[config.mk]
export PLATFORM = sky130hd
export DESIGN_NAME = tx_hex_display_feeder
export DESIGN_NICKNAME = d
export VERILOG_FILES = /design/src/rtl/tx_hex_display_feeder.sv
export SDC_FILE = /design/constraint.sdc
export NUM_CORES = 1
export LEC_CHECK = 0
export ABC_CLOCK_PERIOD_IN_PS = 2330
export BUFFER_PORTS_ARGS = -buffer_cell sky130_fd_sc_hd__buf_2
export CAP_MARGIN = 20
export CORE_MARGIN = 5
export CORE_UTILIZATION = 50
export CTS_CLUSTER_SIZE = 20
export DETAILED_ROUTE_END_ITERATION = 7
export PLACE_DENSITY = 0.75
export SYNTH_ARGS = -nofsm -noshare
export SYNTH_HDL_FRONTEND = slang
export SYNTH_SLANG_ARGS = --single-unit
[constraint.sdc]
create_clock -name clk -period 2.33 [get_ports clk]
set_clock_uncertainty 0.15 [all_clocks]
set_input_delay 0.233 -clock clk [delete_from_list [all_inputs] [get_ports clk]]
set_output_delay 0.233 -clock clk [all_outputs]
set_load 0.05 [all_outputs]
[src/rtl/tx_hex_display_feeder.sv]
// Captures each byte accepted by the UART transmitter and presents the last two
// bytes as four hex digits, with blanking, a frame counter, activity flash and stall flag.
module tx_hex_display_feeder #(
   parameter int FLASH_CYCLES = 5_000_000,
   parameter int BUSY_TIMEOUT = 4
) (
   input  logic       clk,
   input  logic       rst_n,
   input  logic [7:0] tx_data,
   input  logic       tx_start,
   input  logic       tx_busy,
   input  logic       clear,
   output logic [3:0] nib0,
   output logic [3:0] nib1,
   output logic [3:0] nib2,
   output logic [3:0] nib3,
   output logic [3:0] blank,
   output logic [7:0] byte_cnt,
   output logic       activity,
   output logic       stall
);

   localparam int FW = (FLASH_CYCLES < 1) ? 1 : $clog2(FLASH_CYCLES + 1);
   localparam int TW = (BUSY_TIMEOUT < 2) ? 1 : $clog2(BUSY_TIMEOUT);
   localparam logic [FW-1:0] FLASH_LOAD = FW'(FLASH_CYCLES);
   localparam logic [TW-1:0] TO_LAST    = TW'(BUSY_TIMEOUT - 1);

   localparam logic [1:0] S_IDLE      = 2'd0;
   localparam logic [1:0] S_WAIT_BUSY = 2'd1;
   localparam logic [1:0] S_SENDING   = 2'd2;

   logic [1:0]    state_q, state_d;
   logic [TW-1:0] to_cnt_q, to_cnt_d;
   logic [FW-1:0] flash_q, flash_d;
   logic          act_q, act_d;
   logic          stall_q, stall_d;
   logic [7:0]    cnt_q, cnt_d;
   logic [3:0]    blank_q, blank_d;
   logic [15:0]   nib_q, nib_d;
   logic          accept, done, timeout;

   always_comb begin
      state_d  = state_q;
      to_cnt_d = to_cnt_q;
      accept   = 1'b0;
      done     = 1'b0;
      timeout  = 1'b0;
      case (state_q)
         S_IDLE: begin
            if (tx_start && !tx_busy) begin
               accept   = 1'b1;
               state_d  = S_WAIT_BUSY;
               to_cnt_d = '0;
            end
         end
         S_WAIT_BUSY: begin
            if (tx_busy) begin
               state_d = S_SENDING;
            end else if (to_cnt_q == TO_LAST) begin
               timeout  = 1'b1;
               state_d  = S_IDLE;
               to_cnt_d = '0;
            end else begin
               to_cnt_d = to_cnt_q + 1'b1;
            end
         end
         S_SENDING: begin
            if (!tx_busy) begin
               done    = 1'b1;
               state_d = S_IDLE;
            end
         end
         default: state_d = S_IDLE;
      endcase
   end

   // Digits 0/1 load the new byte; digits 2/3 inherit whatever digits 0/1 held.
   genvar gi;
   generate
      for (gi = 0; gi < 4; gi++) begin : g_digit
         logic [3:0] cap_nib;
         logic       cap_blank;
         if (gi < 2) begin : g_new
            assign cap_nib   = tx_data[gi*4 +: 4];
            assign cap_blank = 1'b0;
         end else begin : g_old
            assign cap_nib   = nib_q[(gi-2)*4 +: 4];
            assign cap_blank = blank_q[gi-2];
         end
         assign nib_d[gi*4 +: 4] = clear ? 4'h0 : (accept ? cap_nib : nib_q[gi*4 +: 4]);
         assign blank_d[gi]      = clear ? 1'b1 : (accept ? cap_blank : blank_q[gi]);
      end
   endgenerate

   always_comb begin
      cnt_d   = cnt_q;
      stall_d = stall_q;
      flash_d = flash_q;
      if (clear) begin
         cnt_d   = '0;
         stall_d = 1'b0;
         flash_d = '0;
      end else begin
         if (done)
            cnt_d = cnt_q + 8'd1;
         if (timeout)
            stall_d = 1'b1;
         if (accept)
            flash_d = FLASH_LOAD;
         else if (flash_q != '0)
            flash_d = flash_q - 1'b1;
      end
      act_d = (flash_d != '0);
   end

   always_ff @(posedge clk) begin
      if (!rst_n) begin
         state_q  <= S_IDLE;
         to_cnt_q <= '0;
         flash_q  <= '0;
         act_q    <= 1'b0;
         stall_q  <= 1'b0;
         cnt_q    <= '0;
         blank_q  <= 4'b1111;
         nib_q    <= '0;
      end else begin
         state_q  <= state_d;
         to_cnt_q <= to_cnt_d;
         flash_q  <= flash_d;
         act_q    <= act_d;
         stall_q  <= stall_d;
         cnt_q    <= cnt_d;
         blank_q  <= blank_d;
         nib_q    <= nib_d;
      end
   end

   assign nib0     = nib_q[3:0];
   assign nib1     = nib_q[7:4];
   assign nib2     = nib_q[11:8];
   assign nib3     = nib_q[15:12];
   assign blank    = blank_q;
   assign byte_cnt = cnt_q;
   assign activity = act_q;
   assign stall    = stall_q;

endmodule
==> flow_metrics.py, run 1 <==
metrics = {
    "outcome": {
        "status": "complete, but fails checks",
        "violations": "negative setup slack",
    },
    "worst_setup_path": {
        "path_depth": 10,
        "timing.rr.start": "flash_q[1]$_SDFF_PN0_",
        "crit_slowest_cell": "or4_4",
        "critical_path.endpoint": "activity$_SDFF_PN0_",
        "worstPathArrival_ns": 2.45,
        "crit_family": "simple AND/OR/NAND/NOR gates",
        "endpoint_kind": "flop",
        "startpoint_type": "flop",
        "crit_buf_inv": 3,
        "worstRegToRegCells": 10,
        "criticalPathCategory": "reg2reg",
        "r2r-end": "activity$_SDFF_PN0_",
        "required_ns": 2.35,
        "reg2reg_slack_ns": -0.09,
        "critPathLaunch": "flash_q[1]$_SDFF_PN0_",
        "crit_path_frequent_cell": "buf_4",
        "cp_cell_sequence": "inv_2 -> buf_4 -> ha_1 -> buf_4 -> nand4_1 -> or4_4 -> xor2_2 -> a21oi_2 -> o41ai_4 -> o221ai_2",
        "crit_fanout": 6,
        "cp_slowest_stage_delay_ns": 0.53,
    },
    "synthesis": {
        "synth-edff-count": 0,
        "yosysWarningCount": 0,
        "ys_types": 50,
        "synth_flop_cell": "dfxtp_1",
        "synth.most_common_cell": "dfxtp_1",
        "postSynthCellCount": 302,
        "async_reset_ff_share_pct": 0,
        "yosysTopAreaCell": "dfxtp_1",
        "yosys-top-cells-count": "dfxtp_1, nand2_1, a21oi_1, nor2_1, xor2_1",
        "yosys.area.top_type_share_pct": 42.8,
        "synth_area_um2": 2570,
        "ys_ff_latch": 55,
        "avgSynthCellArea_um2": 8.53,
        "synth_nets": 319,
        "synthTopCellsByArea": "dfxtp_1, nand2_1, a21oi_1",
        "seq_area_frac_synth_pct": 42.8,
    },
    "place": {
        "gp_congestion": 0.892,
        "io_buffer_count": 42,
        "dpl.hpwl_um": 4830,
    },
    "sta": {
        "drv_slew": 0,
        "max_freq_mhz": 413,
        "tightest_slew_ns": 0.992,
        "finalCriticalPeriod_ns": 2.42,
        "hold_viol": 0,
        "layout_setup_ws_ns": -0.0928,
        "setup_viol": 2,
        "rsz0062_at_grt": "yes",
        "slew_headroom_pct": 33.9,
        "min_period_over_period_pct": 104,
    },
    "route": {
        "vias_per_cell": 5.50,
        "first_iter_violations": 222,
        "drc": 0,
        "first_pass_iters": 4,
        "detail_route.wl_per_cell_um": 15.0,
        "wirelength_um": 6940,
        "ant_nets": 0,
        "num_vias": 2554,
    },
    "cts": {
        "cts_sinks": 55,
        "clk_pin_slew_ns": 0.10,
        "cts-root-buf": "clkbuf_8",
        "cts_made_buffers": 5,
        "cts_tree": "done",
        "clkLatencyLatePin_ns": 0.31,
        "cts_buffer_depth": 2,
        "htreeDepth": 2,
    },
    "pwr": {
        "p_leak_nw": 1.48,
        "power.total_mw": 4.07,
        "ir_drop_mv": 0.756,
        "power.density_nw_per_um2": 1180,
    },
    "grt": {
        "grt_use_total_pct": 20.8,
        "grt_pass1_vias": 2448,
        "grt_max_degree": 26,
        "antenna_found_initial": 0,
        "grt_pass1_wl_um": 10900,
        "overflow": 0,
    },
    "floorplan": {
        "rows": 26,
        "die-area_um2": 6690,
        "die-width_um": 81.8,
        "fp.coreArea_um2": 5040,
        "io_pins": 43,
        "die_y_um": 81.8,
        "initial_core_util_pct": 51.1,
    },
    "final_layout": {
        "syn_to_final_growth_pct": 34.3,
        "diodes": 0,
        "fin_util_pct": 68.6,
        "fin_nets": 410,
        "drive_above_1_share_pct": 34.8,
    },
    "job": {
        "max-cap-violations": 0,
    },
    "min_path": {
        "hold_path.class": "in2reg",
    },
}
worst min-delay path, stage by stage:
cell     delay (ns)
buf_2          0.10
nand2_1        0.05
a21oi_1        0.05
layer usage:
metal	global-route usage [%]	share of wire, %
met5	0	0
met4	6.15	2.0
met3	4.93	7.4
met2	35.5	50
met1	25.9	40
through the flow:
step           setup TNS [ns]  cells  instance area [um^2]  worst slack (ns)  hold slack (ns)
4_1_cts                -0.109    463                  3380            -0.109          0.00119
2_1_floorplan         -0.0645    302                  2570           -0.0645            0.219
3_3_place_gp           -0.121    449                  3190            -0.121            0.289
6_report              -0.0991    464                  3460           -0.0928         0.000761
5_1_grt                -0.247    464                  3460            -0.176          0.00469
3_5_place_dp           -0.204    449                  3190            -0.204            0.295
power by group:
group | internal [mW] | total, mW | leakage, nW | switching (mW)
logic | 1.12 | 2.30 | 0.975 | 1.18
clock network | 0.325 | 0.645 | 0.0558 | 0.320
registers | 1.04 | 1.12 | 0.447 | 0.0895
total | 2.48 | 4.07 | 1.48 | 1.59
cell usage in the layout, fill, tap and decap left out, types with 6 or more instances in the layout:
master	count
a21oi_1	29
buf_2	42
buf_4	52
dfxtp_1	53
nand2_1	51
nand3_1	6
nand4_1	8
nor2_1	30
nor3_1	8
xnor2_1	7
xor2_1	10
registers in the layout, summed over array words and instances, names as in the netlist:
register  count
flash_q      23
to_cnt_q      2
nib_q        16
state_q       2
byte_cnt      8
activity      1
stall         1
blank         2
cell type report:
type	instances	area, um^2
clock buffers	6	72.6
multi-input cells	229	1490
fillers	389	1590
well taps	70	87.6
clock inverters	2	38.8
repair buffers	99	651
inverters	3	11.3
flip-flops and latches	55	1100
worst min path at each step:
stage | from | to | slack (ns) | cells after the start
3_3_place_gp | nib_q[10]$_SDFFE_PP0P_ | nib_q[10]$_SDFFE_PP0P_ | 0.29 | 2
2_1_floorplan | tx_data[0] | nib_q[0]$_SDFFE_PP0P_ | 0.22 | 2
4_1_cts | tx_data[7] | nib_q[7]$_SDFFE_PP0P_ | 0.001 | 3
6_report | tx_data[7] | nib_q[7]$_SDFFE_PP0P_ | 0.0008 | 3
5_1_grt | tx_data[6] | nib_q[6]$_SDFFE_PP0P_ | 0.005 | 3
3_5_place_dp | nib_q[15]$_SDFFE_PP0P_ | nib_q[15]$_SDFFE_PP0P_ | 0.29 | 2
logic make-up (layout without fill, tap and decap cells):
kind of cell / after synthesis / in the layout / synth area share, %
buf+inv: 18 / 110 / 3.21
fa+ha+maj: 4 / 4 / 1.94
xor+xnor: 18 / 18 / 6.12
flops: 55 / 55 / 42.8
simple gates: 150 / 150 / 31.7
compound gates: 56 / 56 / 13.9
mux: 1 / 1 / 0.389
repair_timing:
item,4_1_cts,5_1_grt
pin swaps,1,7
hold buffers,5,0
buffers inserted,1,1
setup endpoints to repair,1,4
hold endpoints to repair,5,0
resized for setup,7,15
Note: power is estimated with default switching activity, not from simulation.
==> run 2: changes to the inputs <==
- ABC_AREA: unset -> 1
- PLACE_DENSITY: 0.75 -> 0.74
==> flow_metrics.py, run 2 <==
metrics = {
    "place": {
        "gp_congestion": 0.946,
        "dpl.hpwl_um": 5150,
        "io_buffer_count": 42,
        "post-place-ws_ns": 0.226,
        "dp_cells": 531,
    },
    "final_layout": {
        "largest_register": "flash_q",
        "stdcell_count": 546,
        "syn_to_final_growth_pct": 15.3,
        "largest_register_ffs": 23,
        "regArea_um2": 1100,
        "layout_commonest_cell": "nor2_1",
        "layout_common_cells": "nor2_1, nand2_1, dfxtp_1, buf_2, inv_1",
        "fillers": 523,
        "fin_nets": 490,
        "drive_above_1_share_pct": 16.7,
        "multi_input_area_um2": 1520,
        "diodes": 0,
    },
    "synthesis": {
        "postSynthCellCount": 424,
        "avgSynthCellArea_um2": 6.68,
        "synth.most_common_cell": "nor2_1",
        "seq_area_frac_synth_pct": 38.9,
        "synth_nets": 441,
        "synth-edff-count": 0,
        "synthTopCellsByArea": "dfxtp_1, nor2_1, nand2_1",
        "ys_types": 30,
        "ys_ff_latch": 55,
        "yosysTopAreaCell": "dfxtp_1",
        "synth_flop_cell": "dfxtp_1",
        "yosys-top-cells-count": "nor2_1, nand2_1, dfxtp_1",
        "yosys.area.top_type_share_pct": 38.9,
        "async_reset_ff_share_pct": 0,
        "synth_area_um2": 2830,
        "yosysWarningCount": 0,
    },
    "route": {
        "first_iter_violations": 208,
        "drc": 0,
        "wirelength_um": 7000,
        "num_vias": 2776,
        "ant_nets": 0,
        "first_pass_iters": 4,
        "detail_route.wl_per_cell_um": 12.8,
        "vias_per_cell": 5.08,
    },
    "sta": {
        "max_freq_mhz": 470,
        "slew_headroom_pct": 52.0,
        "setup_tns_ns": 0,
        "tightest_slew_ns": 0.719,
        "drv_slew": 0,
        "min_period_over_period_pct": 91.3,
        "rsz0062_at_grt": "no",
        "setup_viol": 0,
        "layout_setup_ws_ns": 0.202,
        "finalCriticalPeriod_ns": 2.13,
        "hold_viol": 0,
    },
    "cts": {
        "htreeDepth": 2,
        "cts_sinks": 55,
        "cts_made_buffers": 5,
        "cts-root-buf": "clkbuf_8",
        "cts_tree": "done",
        "clk_pin_slew_ns": 0.11,
        "cts_buffer_depth": 2,
        "clkLatencyLatePin_ns": 0.31,
    },
    "grt": {
        "grt_pass1_vias": 2684,
        "antenna_found_initial": 0,
        "grt_use_total_pct": 20.0,
        "grt_max_degree": 26,
        "grt_pass1_wl_um": 11900,
        "overflow": 0,
    },
    "floorplan": {
        "initial_core_util_pct": 51.4,
        "die-width_um": 85.2,
        "rows": 27,
        "die-area_um2": 7270,
        "io_pins": 43,
        "die_y_um": 85.2,
        "fp.coreArea_um2": 5510,
    },
    "worst_setup_path": {
        "crit_family": "simple AND/OR/NAND/NOR gates",
        "startpoint_type": "flop",
        "required_ns": 2.39,
        "crit_fanout": 8,
        "crit_buf_inv": 1,
        "endpoint_kind": "flop",
        "cp_cell_sequence": "inv_1 -> ha_1 -> nand2_1 -> nor2_1 -> nand2_1 -> xnor2_1 -> nand3_1 -> nand2_1 -> nor2_1 -> nand2_1 -> nor2_1 -> nor2_1",
        "crit_slowest_cell": "dfxtp_1",
        "worstPathArrival_ns": 2.18,
        "cp_slowest_stage_delay_ns": 0.32,
        "criticalPathCategory": "reg2reg",
    },
    "outcome": {
        "status": "finished, final reports clean",
    },
    "pwr": {
        "ir_drop_mv": 0.627,
        "power.density_nw_per_um2": 1180,
        "p_leak_nw": 1.66,
    },
    "job": {
        "max-cap-violations": 0,
    },
    "min_path": {
        "hold_path.class": "in2reg",
    },
}
[run 2: cell types whose count changed after synthesis, sizes merged, moves of 8 or more]
cell / delta
o21ai: +22
nand3: +30
nand2: +34
a21oi: -13
inv: +35
nor2: +90
xor2: -8
[run 2: routing by layer]
layer,track usage [%],part of all wire (%),wire length [um],up-vias
li1,-,-,-,1448
met1,25.2,45,3170,1235
met2,32.8,46,3210,82
met3,5.34,6.8,474,11
met4,7.19,2.1,146,0
met5,0,0,0,-
[run 2: power by group]
| part | total [mW] | internal, mW | leakage [nW] | switching (mW) |
|---|---|---|---|---|
| Sequential | 1.17 | 1.05 | 0.448 | 0.116 |
| Combinational | 2.13 | 0.702 | 1.16 | 1.42 |
| Clock | 0.554 | 0.219 | 0.0489 | 0.336 |
| Total | 3.85 | 1.97 | 1.66 | 1.88 |
[run 2: stage by stage]
stage | total power [mW] | hold WS, ns | cell area (um^2) | util, %
2_1_floorplan | 2.87 | 0.218 | 2830 | -
3_3_place_gp | 3.23 | 0.293 | 3100 | 56.4
4_1_cts | 3.84 | 0.0136 | 3260 | 59.3
6_report | 3.85 | 0.0189 | 3260 | 59.3
5_1_grt | 4.20 | 0.0221 | 3260 | 59.3
3_5_place_dp | 3.27 | 0.305 | 3100 | 56.4
[run 2: layout make-up]
| type | instances | share of cell area (%) |
|---|---|---|
| Tap cell | 72 | 2.76 |
| Clock inverter | 3 | 0.690 |
| Clock buffer | 5 | 2.11 |
| Multi-Input combinational cell | 318 | 46.5 |
| Inverter | 39 | 4.48 |
| Sequential cell | 55 | 33.7 |
| Timing Repair Buffer | 54 | 9.74 |
[run 2: repair_timing]
action | in CTS | in global routing
hold buffers | 7 | 0
hold endpoints to repair | 7 | 0
endpoints found under the setup margin | 0 | 0
gates resized for setup | 0 | 0
setup buffers | 0 | 0
[run 2: cell families after synthesis]
family	synth area share [%]
xor+xnor	1.55
simple gates	41.4
compound gates	8.93
fa+ha+maj	1.77
buf+inv	7.47
flops	38.9
[run 2: worst reg2reg max path: stages (launching register included)]
cell and delay, ns:
dfxtp_1 0.32, inv_1 0.18, ha_1 0.28, nand2_1 0.16
nor2_1 0.20, nand2_1 0.12, xnor2_1 0.14, nand3_1 0.10
nand2_1 0.08, nor2_1 0.10, nand2_1 0.06, nor2_1 0.10
nor2_1 0.04
[run 2: worst paths after layout]
kind,startpoint,endpoint,slack (ns),cells past startpoint
worst min-delay path,tx_data[5],nib_q[5]$_SDFFE_PP0P_,0.02,3
worst min register to register,byte_cnt[7]$_SDFFE_PP0P_,byte_cnt[7]$_SDFFE_PP0P_,0.32,2
worst max-delay path,flash_q[0]$_SDFF_PN0_,activity$_SDFF_PN0_,0.20,12
worst max register to register,flash_q[0]$_SDFF_PN0_,activity$_SDFF_PN0_,0.20,12
==> run 3: changes to the inputs <==
- PLACE_DENSITY: 0.74 -> 0.71
==> flow_metrics.py, run 3 (synthesized netlist as in run 2, its figures left out) <==
metrics = {
    "outcome": {
        "status": "finished, final reports clean",
    },
    "floorplan": {
        "io_pins": 43,
        "rows": 27,
        "die-area_um2": 7270,
        "fp.coreArea_um2": 5510,
        "die-width_um": 85.2,
        "initial_core_util_pct": 51.4,
        "die_y_um": 85.2,
    },
    "worst_setup_path": {
        "cp_cell_sequence": "nor2_1 -> nand2_1 -> nor2_4 -> nand3_4 -> nand2_1 -> nand2_1 -> nand2_1 -> nand3_1 -> nor2_1 -> nand3_1 -> nor2_1 -> nor2_1",
        "startpoint_type": "flop",
        "criticalPathCategory": "reg2reg",
        "reg2reg_slack_ns": 0.28,
        "crit_family": "simple AND/OR/NAND/NOR gates",
        "worstRegToRegCells": 12,
        "endpoint_kind": "flop",
        "crit_fanout": 17,
        "required_ns": 2.38,
        "crit_slowest_cell": "dfxtp_1",
        "crit_buf_inv": 0,
        "worstPathArrival_ns": 2.11,
        "cp_slowest_stage_delay_ns": 0.36,
        "r2r-end": "activity$_SDFF_PN0_",
        "timing.rr.start": "flash_q[14]$_SDFF_PN0_",
    },
    "pwr": {
        "seq_power_share_pct": 30.6,
        "ir_drop_mv": 0.581,
        "power.total_mw": 3.81,
        "p_switching_mw": 1.81,
        "pwr-share-comb_pct": 54.7,
        "power.share.clock_pct": 14.7,
        "swShare_pct": 47.6,
        "p_leak_nw": 1.65,
        "internal_power_mw": 2.00,
        "power.density_nw_per_um2": 1170,
    },
    "job": {
        "max-cap-violations": 0,
    },
    "min_path": {
        "hold_path_depth": 3,
        "hold_path.class": "in2reg",
        "hp-start": "tx_data[4]",
        "min_to": "nib_q[4]$_SDFFE_PP0P_",
    },
    "cts": {
        "cts_made_buffers": 5,
        "cts_sinks": 55,
        "clk_pin_slew_ns": 0.10,
        "cts_buffer_depth": 2,
        "cts_tree": "done",
        "clkLatencyLatePin_ns": 0.31,
        "htreeDepth": 2,
        "cts-root-buf": "clkbuf_8",
    },
    "grt": {
        "overflow": 0,
        "grt_pass1_vias": 2711,
        "grt_use_total_pct": 19.9,
        "grt_pass1_wl_um": 12000,
        "antenna_found_initial": 0,
        "grt_max_degree": 26,
    },
    "sta": {
        "setup_tns_ns": 0,
        "tightest_slew_ns": 0.741,
        "hold_viol": 0,
        "max_freq_mhz": 487,
        "rsz0062_at_grt": "no",
        "drv_slew": 0,
        "min_period_over_period_pct": 88.2,
        "slew_headroom_pct": 50.5,
        "setup_viol": 0,
        "finalCriticalPeriod_ns": 2.05,
    },
    "route": {
        "detail_route.wl_per_cell_um": 12.2,
        "drc": 0,
        "first_iter_violations": 153,
        "vias_per_cell": 5.05,
        "num_vias": 2750,
        "first_pass_iters": 4,
        "ant_nets": 0,
        "wirelength_um": 6680,
    },
    "final_layout": {
        "largest_register_ffs": 23,
        "layout_common_cells": "nor2_1, nand2_1, dfxtp_1, buf_2, inv_1",
        "largest_register": "flash_q",
        "drive_above_1_share_pct": 16.7,
        "fillers": 545,
        "fin_util_pct": 59.3,
        "fin_nets": 489,
        "layout_commonest_cell": "nor2_1",
        "diodes": 0,
        "syn_to_final_growth_pct": 15.3,
    },
    "place": {
        "dpl.hpwl_um": 4940,
        "gp_congestion": 0.915,
        "io_buffer_count": 42,
    },
}
[run 3: stage by stage]
step	setup WS, ns	hold WS, ns	cell area [um^2]	std cells
3_5_place_dp	0.168	0.306	3100	530
4_1_cts	0.161	0.00677	3260	545
2_1_floorplan	0.506	0.218	2830	424
6_report	0.276	0.00824	3260	545
5_1_grt	0.0646	0.00530	3260	545
3_3_place_gp	0.238	0.299	3100	530
[run 3: repair_timing]
action	CTS	global route
setup endpoints to repair	0	1
hold endpoints to repair	7	0
setup buffers	0	0
gates resized for setup	0	1
hold buffers	7	0
[run 3: area by class of cell]
| type | instances | area [um^2] | area share [%] |
|---|---|---|---|
| well taps | 72 | 90.1 | 2.76 |
| clock buffers | 6 | 82.6 | 2.53 |
| clock inverters | 2 | 16.3 | 0.498 |
| repair buffers | 53 | 310 | 9.51 |
| flip-flops and latches | 55 | 1100 | 33.7 |
| inverters | 39 | 146 | 4.48 |
| multi-input cells | 318 | 1520 | 46.5 |
[run 3: worst min-delay path: stages]
cell and delay, ns:
buf_2 0.07, nor2_1 0.03, nor2_1 0.09
[run 3: power by group through the flow]
stage	clock, mW	sequential [mW]	combinational (mW)
floorplan	0	1.20	1.67
global placement	0	1.19	2.04
detailed placement	0	1.19	2.06
CTS	0.585	1.16	2.07
global route	0.623	1.18	2.40
finish	0.562	1.17	2.08
[run 3: how the worst max path moves through the flow]
stage,start,endpoint,slack (ns),cells after the start
floorplan,flash_q[0]$_SDFF_PN0_,activity$_SDFF_PN0_,0.51,12
global placement,flash_q[0]$_SDFF_PN0_,activity$_SDFF_PN0_,0.24,12
detailed placement,flash_q[0]$_SDFF_PN0_,activity$_SDFF_PN0_,0.17,13
CTS,flash_q[0]$_SDFF_PN0_,activity$_SDFF_PN0_,0.16,13
global route,flash_q[0]$_SDFF_PN0_,activity$_SDFF_PN0_,0.06,13
finish,flash_q[14]$_SDFF_PN0_,activity$_SDFF_PN0_,0.28,12
[run 3: per-layer routing]
layer	track usage (%)	share of wire (%)	vias to the layer above
met4	6.76	1.7	0
met2	34.2	46	58
li1	-	-	1443
met3	4.66	5.3	10
met5	0	0	-
met1	24.4	47	1239
